$ cat src/rtl/bus_master_if.sv
// bus_master_if: host command/response handshake plus the packed slave bus
interface bus_master_if #(
   parameter int ADDR_W = 8,
   parameter int DATA_W = 32,
   parameter int IN_W   = ADDR_W + DATA_W + 4,
   parameter int OUT_W  = DATA_W + 3
);
   logic              cmd_valid;
   logic              cmd_ready;
   logic              cmd_wr;
   logic [ADDR_W-1:0] cmd_addr;
   logic [31:0]       cmd_wdata;
   logic              rsp_valid;
   logic              rsp_ready;
   logic [DATA_W-1:0] rsp_rdata;
   logic              rsp_err;
   logic [IN_W-1:0]   bus_in;
   logic [OUT_W-1:0]  bus_out;
   logic              irq;

   modport master (
      input  cmd_valid, cmd_wr, cmd_addr, cmd_wdata, rsp_ready, bus_out,
      output cmd_ready, rsp_valid, rsp_rdata, rsp_err, bus_in, irq
   );

   modport slave (
      output cmd_valid, cmd_wr, cmd_addr, cmd_wdata, rsp_ready, bus_out,
      input  cmd_ready, rsp_valid, rsp_rdata, rsp_err, bus_in, irq
   );
endinterface

$ cat src/rtl/bus_master.sv
// bus_master: turns host commands into single bus accesses with ack timeout
module bus_master #(
   parameter int TIMEOUT        = 255,
   parameter int BUS_ADDR_WIDTH = 8,
   parameter int BUS_DATA_WIDTH = 32
) (
   input logic           bus_clk,
   input logic           bus_reset_l,
   bus_master_if.master  bus
);
   // bus_out layout, LSB first: irq, wr_ack, rd_ack, read data
   localparam int OUT_IRQ    = 0;
   localparam int OUT_WR_ACK = 1;
   localparam int OUT_RD_ACK = 2;
   localparam int OUT_RDATA  = 3;

   typedef enum logic [1:0] {IDLE, REQ, WAIT, RSP} state_t;

   state_t                    state, nxt;
   logic [7:0]                cnt;
   logic                      rdy_q;
   logic                      wr_q;
   logic [BUS_ADDR_WIDTH-1:0] addr_q;
   logic [BUS_DATA_WIDTH-1:0] wdata_q;
   logic                      rd_req_q, wr_req_q;
   logic [BUS_DATA_WIDTH-1:0] rdata_q;
   logic                      err_q;
   logic                      irq_q;
   logic                      acc, hit, tmo;

   assign acc = bus.cmd_valid && bus.cmd_ready;
   assign hit = wr_q ? bus.bus_out[OUT_WR_ACK] : bus.bus_out[OUT_RD_ACK];
   assign tmo = cnt == 8'(TIMEOUT - 1);

   // bus_in layout, MSB first: clock, reset, addr, rd_req, wr_req, wr_data
   assign bus.bus_in    = {bus_clk, bus_reset_l, addr_q, rd_req_q, wr_req_q, wdata_q};
   assign bus.rsp_rdata = rdata_q;
   assign bus.rsp_err   = err_q;
   assign bus.irq       = irq_q;

   // state register
   always_ff @(posedge bus_clk or negedge bus_reset_l) begin
      if (!bus_reset_l) state <= IDLE;
      else              state <= nxt;
   end

   // next state and handshake outputs; ready is held off until the first clock after reset
   always_comb begin
      nxt           = state;
      bus.cmd_ready = (state == IDLE) && rdy_q;
      bus.rsp_valid = state == RSP;
      case (state)
         IDLE:    if (acc) nxt = REQ;
         REQ:     nxt = WAIT;
         WAIT:    if (hit || tmo) nxt = RSP;
         default: if (bus.rsp_ready) nxt = IDLE;
      endcase
   end

   // command latch, one-cycle request strobes, wait counter and response capture
   always_ff @(posedge bus_clk or negedge bus_reset_l) begin
      if (!bus_reset_l) begin
         rdy_q    <= 1'b0;
         wr_q     <= 1'b0;
         addr_q   <= '0;
         wdata_q  <= '0;
         rd_req_q <= 1'b0;
         wr_req_q <= 1'b0;
         cnt      <= '0;
         rdata_q  <= '0;
         err_q    <= 1'b0;
      end else begin
         rdy_q    <= 1'b1;
         rd_req_q <= acc && !bus.cmd_wr;
         wr_req_q <= acc && bus.cmd_wr;
         if (acc) begin
            wr_q    <= bus.cmd_wr;
            addr_q  <= bus.cmd_addr;
            wdata_q <= bus.cmd_wr ? BUS_DATA_WIDTH'(bus.cmd_wdata) : '0;
         end
         if (state == REQ) cnt <= '0;
         else if (state == WAIT && !hit) cnt <= cnt + 8'd1;
         if (state == WAIT && (hit || tmo)) begin
            err_q   <= !hit;
            rdata_q <= (hit && !wr_q) ? bus.bus_out[OUT_RDATA +: BUS_DATA_WIDTH] : '0;
         end
      end
   end

   // irq is a plain one-stage resample of the slaves' irq line
   always_ff @(posedge bus_clk or negedge bus_reset_l) begin
      if (!bus_reset_l) irq_q <= 1'b0;
      else              irq_q <= bus.bus_out[OUT_IRQ];
   end
endmodule

$ cat src/flat_wrapper.sv
// flat-port wrapper written by rule: the top's interface ports become plain ports
module bus_master_flat 
#(
   parameter int TIMEOUT        = 255,
   parameter int BUS_ADDR_WIDTH = 8,
   parameter int BUS_DATA_WIDTH = 32
)
  (bus_clk, bus_reset_l, bus_cmd_valid, bus_cmd_wr, bus_cmd_addr, bus_cmd_wdata, bus_rsp_ready, bus_bus_out, bus_cmd_ready, bus_rsp_valid, bus_rsp_rdata, bus_rsp_err, bus_bus_in, bus_irq);
  bus_master_if #(.ADDR_W(8), .DATA_W(32)) bus_i ();
  input logic bus_clk;
  input logic bus_reset_l;
  input wire logic [$bits(bus_i.cmd_valid)-1:0] bus_cmd_valid;
  input wire logic [$bits(bus_i.cmd_wr)-1:0] bus_cmd_wr;
  input wire logic [$bits(bus_i.cmd_addr)-1:0] bus_cmd_addr;
  input wire logic [$bits(bus_i.cmd_wdata)-1:0] bus_cmd_wdata;
  input wire logic [$bits(bus_i.rsp_ready)-1:0] bus_rsp_ready;
  input wire logic [$bits(bus_i.bus_out)-1:0] bus_bus_out;
  output wire logic [$bits(bus_i.cmd_ready)-1:0] bus_cmd_ready;
  output wire logic [$bits(bus_i.rsp_valid)-1:0] bus_rsp_valid;
  output wire logic [$bits(bus_i.rsp_rdata)-1:0] bus_rsp_rdata;
  output wire logic [$bits(bus_i.rsp_err)-1:0] bus_rsp_err;
  output wire logic [$bits(bus_i.bus_in)-1:0] bus_bus_in;
  output wire logic [$bits(bus_i.irq)-1:0] bus_irq;
  assign bus_i.cmd_valid = bus_cmd_valid;
  assign bus_i.cmd_wr = bus_cmd_wr;
  assign bus_i.cmd_addr = bus_cmd_addr;
  assign bus_i.cmd_wdata = bus_cmd_wdata;
  assign bus_i.rsp_ready = bus_rsp_ready;
  assign bus_i.bus_out = bus_bus_out;
  assign bus_cmd_ready = bus_i.cmd_ready;
  assign bus_rsp_valid = bus_i.rsp_valid;
  assign bus_rsp_rdata = bus_i.rsp_rdata;
  assign bus_rsp_err = bus_i.rsp_err;
  assign bus_bus_in = bus_i.bus_in;
  assign bus_irq = bus_i.irq;
  bus_master #(.TIMEOUT(TIMEOUT), .BUS_ADDR_WIDTH(BUS_ADDR_WIDTH), .BUS_DATA_WIDTH(BUS_DATA_WIDTH)) u_core (.bus_clk(bus_clk), .bus_reset_l(bus_reset_l), .bus(bus_i));
endmodule
$ cat config.mk
export PLATFORM = sky130hd
export DESIGN_NAME = bus_master_flat
export DESIGN_NICKNAME = d
export VERILOG_FILES = /design/src/rtl/bus_master_if.sv /design/src/rtl/bus_master.sv /design/src/flat_wrapper.sv
export SDC_FILE = /design/constraint.sdc
export NUM_CORES = 1
export LEC_CHECK = 0
export CORE_UTILIZATION = 50
export CTS_BUF_LIST = sky130_fd_sc_hd__clkbuf_2 sky130_fd_sc_hd__clkbuf_4 sky130_fd_sc_hd__clkbuf_8
export DETAILED_ROUTE_END_ITERATION = 12
export DONT_BUFFER_PORTS = 1
export PLACE_DENSITY = 0.79
export SKIP_LAST_GASP = 1
export SLEW_MARGIN = 20
export SYNTH_ARGS = -nofsm -noshare
export SYNTH_HDL_FRONTEND = slang
export SYNTH_SLANG_ARGS = --single-unit
$ cat constraint.sdc
create_clock -name bus_clk -period 1.75 [get_ports bus_clk]
set_input_delay 0.175 -clock bus_clk [delete_from_list [all_inputs] [get_ports bus_clk]]
set_output_delay 0.175 -clock bus_clk [all_outputs]
set_load 0.02 [all_outputs]
**After elaboration in Yosys (flattened, before gate mapping)**

Cells that the tools add are included.
W data, S select, Z words.

- Bits in registers: 88
- Output and inout bits: 80
- Memory bits (read-only): 0
- Latch bits: 0
- Input bits: 80
- Memories: 0
- Word-level logic and storage cells: 42
- Bits in writable memories: 0

- Multiplexer cells: 9
- Div/mod/pow operators: 0
- Shift-type cells: 0
- $lt $le $gt $ge: 0
- $mul: 0
- Bitwise operators: 0
- Add/subtract/negate cells: 1
- Reduce and logical (&&, ||, !) cells: 15
- Equal/unequal tests: 6

Operators by type and width:

| operator | number |
|---|---|
| $mux W32 | 2 |
| $mux W8 | 2 |
| $add A8 B1 Y8 const B | 1 |
| $eq A8 B8 Y1 const B | 1 |
| $logic_and A1 B1 Y1 | 7 |
| $mux W2 | 3 |
| $pmux W2 S3 | 1 |
| $eq A2 B2 Y1 const B | 2 |
| $ne A2 B1 Y1 const B | 2 |
| $reduce_bool A4 Y1 | 1 |
| $logic_not A1 Y1 | 3 |
| $reduce_and A3 Y1 | 1 |
| $eq A2 B1 Y1 const B | 1 |
| $logic_not A2 Y1 | 1 |
| $reduce_bool A2 Y1 | 1 |
| $logic_or A1 B1 Y1 | 1 |
| $mux W1 | 1 |

**Longest topological paths before layout**

- Depth after elaboration: 5
- Gate-level depth with buffers: 7

==> results summary <==
Counting instances in the post-synthesis netlist gives the leading cell types as sky130_fd_sc_hd__nand2_1, sky130_fd_sc_hd__dfrtp_1, sky130_fd_sc_hd__o21ai_0, sky130_fd_sc_hd__a22oi_1, sky130_fd_sc_hd__clkbuf_1. The count of nets left with antenna violations once routing finished came out at 0. The number of clock sinks is 88. Headroom to the max-slew limit came out at 32.5%. Once the floorplan was initialized, standard cells occupied 52.4% of the core. The slowest stage of the critical path belongs to the cell sky130_fd_sc_hd__dfrtp_1.

The time the worst path needs with I/O delays and setup is 1.65 ns. The fmax is 604 MHz. The area of the multi-input gates came out at 1500 um2.

Summing the areas of all and, or, nand and nor instances in the mapped netlist gives 13.5% of the synthesized area. In this run, synthesis inferred 0 flip-flops with an integrated enable. Once placement completed, the tool counted placed cells totaling 472. After filler insertion, the fill cell instance count of the layout stands at 529. The final-report setup violation count came out at 0. The wire-length estimate of the detail-placed layout is 5.75 mm. The share of the synthesized netlist area taken by xor and xnor gates came out at 0%. The number of buffers inserted during clock tree synthesis came out at 9. The global-route usage over all layers is 24.4%. The per-cell via count in the routed design is 5.84. The overall die area is 8030 um2. The final setup TNS came out at 0 ns.

The post-synthesis instance area is 3840 um2. The average size of a mapped cell came out at 9.82 um2. The clock input transition at the sequential cells of the worst setup and hold paths came out at 0.08 ns.

Summed over its instances, the top area cell type makes up 57.4% of the synthesized netlist area. The sum of routed wire length over all layers is 9.97 mm. The clock insertion delay at the later pin of the skew report came out at 0.34 ns.

Sorting the synthesized cells by area gives the leading types as sky130_fd_sc_hd__dfrtp_1, sky130_fd_sc_hd__nand2_1, sky130_fd_sc_hd__o21ai_0, sky130_fd_sc_hd__a22oi_1, sky130_fd_sc_hd__mux2_2. The number of detailed-routing iterations run before antenna repair is 4. Together, buffers and inverters on the worst path number 1. The final hold slack came out at -0.485 ns. Of the total synthesized cell area, the portion taken by full adders, half adders and majority gates is 2.28%.

The worst register-to-register path has a depth of 5. After global routing the overflow that remains totals 0. In this run, distinct cell masters in the synthesized netlist total 35. The analysis attributes to cell leakage a power of 2.14 nW. The Yosys warning count is 0. For the worst setup path, the data required time is 1.99 ns.

The I/O pin count came out at 160. The initial DRC count came out at 115. The critical path is of the flop to flop type. The final-report hold violation count came out at 88. The non-filler instance count after layout came out at 559. The number of nets produced by synthesis is 478. The buffers inserted during post-CTS setup optimization came out at 0. The post-route clock skew is 0.00974 ns. The worst setup path is launched from a flop.

The fraction of synthesized area in multiplexers came out at 3.29%. The number of max-slew violations in the final report came out at 0. In the synthesized netlist the dominant register cell turns out to be sky130_fd_sc_hd__dfrtp_1. The actual transition at the worst max-transition pin came out at 1.01 ns. The placement row count came out at 31. The hold-fix buffer count after cts came out at 72.

The clock tree synthesis step divided the H-tree into 3 levels. The largest area contributor in the synthesized netlist is sky130_fd_sc_hd__dfrtp_1. The checks that failed: hold timing. Across all register-to-register paths, the minimum setup slack is 0.1 ns. Registers take 2200 um2.

The root buffer cell chosen for the clock tree is sky130_fd_sc_hd__clkbuf_8. The DRC violation count after routing came out at 0. The biggest fanout along the worst timing path is 9. The TritonCTS clock tree is yes. The critical path goes through inv_1 > ha_4 > nand3_1 > nor4_1 > mux2_2. Yosys instantiated no cell more often than sky130_fd_sc_hd__nand2_1. The global-route wire length before repair is 14.6 mm.

The repair_antennas step left the layout with diodes totalling 0. The total of flip-flops plus latches after synthesis came out at 88. The longest individual stage delay on the worst path came out at 0.39 ns. IR analysis of the VDD net gives a maximum drop of 0.850 mV. In the synthesized netlist, the number of instances is 391. The run finished, with violations left.

The arrival time of the worst setup path is 1.89 ns. The number of antenna violations at the first check in global routing is 0. STA classifies the critical path endpoint as a flop.

In this design, the largest share of critical-path delay is due to simple AND/OR/NAND/NOR gates. The fraction of synthesis flops using an asynchronous set or reset pin is 100%. The ratio of final minimum period to clock period is 94.5%. The floorplan core area is 7330 um2. The quantity of I/O buffers inserted on ports is 0. The final-stage net count came out at 543. Detailed routing inserted a total of 3267 vias. The worst register-to-register path begins at u_core.state[0]. The summed area of non-filler cells in the final layout came out at 4930 um2. The die is 89.6 um wide. The congestion estimate from routability-driven global placement came to 0.827. In the final routed layout, each cell accounts on average for 17.8 um. Setup repair after global routing could not meet its margin everywhere. The die is 89.6 um tall.

The path class of the tightest hold or removal check is input pin to async pin. The largest net degree at the start of global routing is 90. The fraction of final layout cells sized beyond drive strength 1 came out at 9.78%. The terminus of the critical flop-to-flop path is u_core.cnt[7]. The main combinational cell family by area after synthesis is compound AO/OA/AOI/OAI gates.

The power density of the placed cells came out at 1690 nW/um2. After detailed placement, the total cell area comes to 3990 um2. The buffer depth of the longest clock path came out at 2.

The design draws 8.34 mW. Summing the sequential cell areas from Yosys gives 57.4% of the chip area. The tool flagged a number of max-cap violations equal to 0. The end-of-flow core utilization is 67.2%.

The area overhead of the layout relative to synthesis came out at 28.3%. The number of global-route vias before repair is 3141. The fraction of the mapped netlist area in compound gates came out at 19.1%.
## power breakdown
part / total [mW] / internal (mW) / switching, mW
sequential: 4.59 / 2.88 / 1.71
clock: 1.40 / 0.722 / 0.676
combinational: 2.35 / 1.11 / 1.24
total: 8.34 / 4.71 / 3.63
## worst max-delay path by stage
stage                          startpoint                 to  slack (ns)  cells after the start
after detailed placement  u_core.state[1]      u_core.cnt[7]       -0.02                      4
final                     u_core.state[0]      u_core.cnt[7]         0.1                      5
after global routing      u_core.state[1]  u_core.wdata_q[5]       -0.01                      6
after CTS                 u_core.state[0]      u_core.cnt[7]        0.06                      5
after global placement    u_core.state[0]      u_core.cnt[7]        0.12                      5
after floorplan           u_core.state[0]      u_core.cnt[7]        0.11                      6
## layer usage
| metal | vias to the layer above | GRT usage (%) | share of wire, % |
|---|---|---|---|
| met2 | 185 | 42.8 | 50 |
| met1 | 1579 | 27.3 | 39 |
| met4 | 0 | 10.8 | 1.8 |
| met3 | 17 | 7.31 | 9.5 |
| met5 | - | 0 | 0 |
| li1 | 1486 | - | - |
## repair_timing
item	4_1_cts	5_1_grt
hold endpoints to repair	159	88
setup endpoints to repair	3	36
gates cloned	0	0
resized for setup	1	3
## cell usage in the layout, fill, tap and decap left out, types with 6 or more instances in the layout
cell type / count
sky130_fd_sc_hd__dfrtp_1: 87
sky130_fd_sc_hd__a22oi_1: 32
sky130_fd_sc_hd__inv_1: 6
sky130_fd_sc_hd__o21ai_0: 67
sky130_fd_sc_hd__mux2_2: 9
sky130_fd_sc_hd__nand2_1: 98
sky130_fd_sc_hd__buf_4: 10
sky130_fd_sc_hd__dlygate4sd3_1: 72
sky130_fd_sc_hd__clkbuf_8: 10
sky130_fd_sc_hd__a21oi_1: 8
## kinds of logic (layout without fill, tap and decap cells)
group / after synthesis / in the layout
AND/OR/NAND/NOR: 123 / 123
AO/OA/AOI/OAI: 122 / 122
flip-flops: 88 / 88
buffers and inverters: 39 / 108
multiplexers: 11 / 11
adder cells (fa/ha/maj): 7 / 7
other: 1 / 1
## stage by stage
stage	hold slack, ns	setup WS [ns]
after floorplan	-0.121	0.105
after global placement	-0.118	0.117
after detailed placement	-0.118	-0.0213
after CTS	-0.503	0.0599
after global routing	-0.519	-0.0121
final	-0.485	0.0955
## state kept, by name (all words and copies together), names as in the netlist
name / cells
u_core.rdy_q: 1
u_core.wr_req_q: 1
u_core.bus.rsp_err: 1
u_core.wr_q: 1
u_core.state: 2
u_core.cnt: 8
u_core.bus.rsp_rdata: 32
u_core.rd_req_q: 1
u_core.wdata_q: 32
u_core.addr_q: 8
u_core.bus.irq: 1
## area by class of cell
cell class,instances,area share [%]
inverters,7,0.533
multi-input cells,264,30.5
clock buffers,12,3.10
repair buffers,86,17.8
clock inverters,3,0.864
flip-flops and latches,88,44.7
well taps,99,2.51
Power figures use the tool's default switching activity.
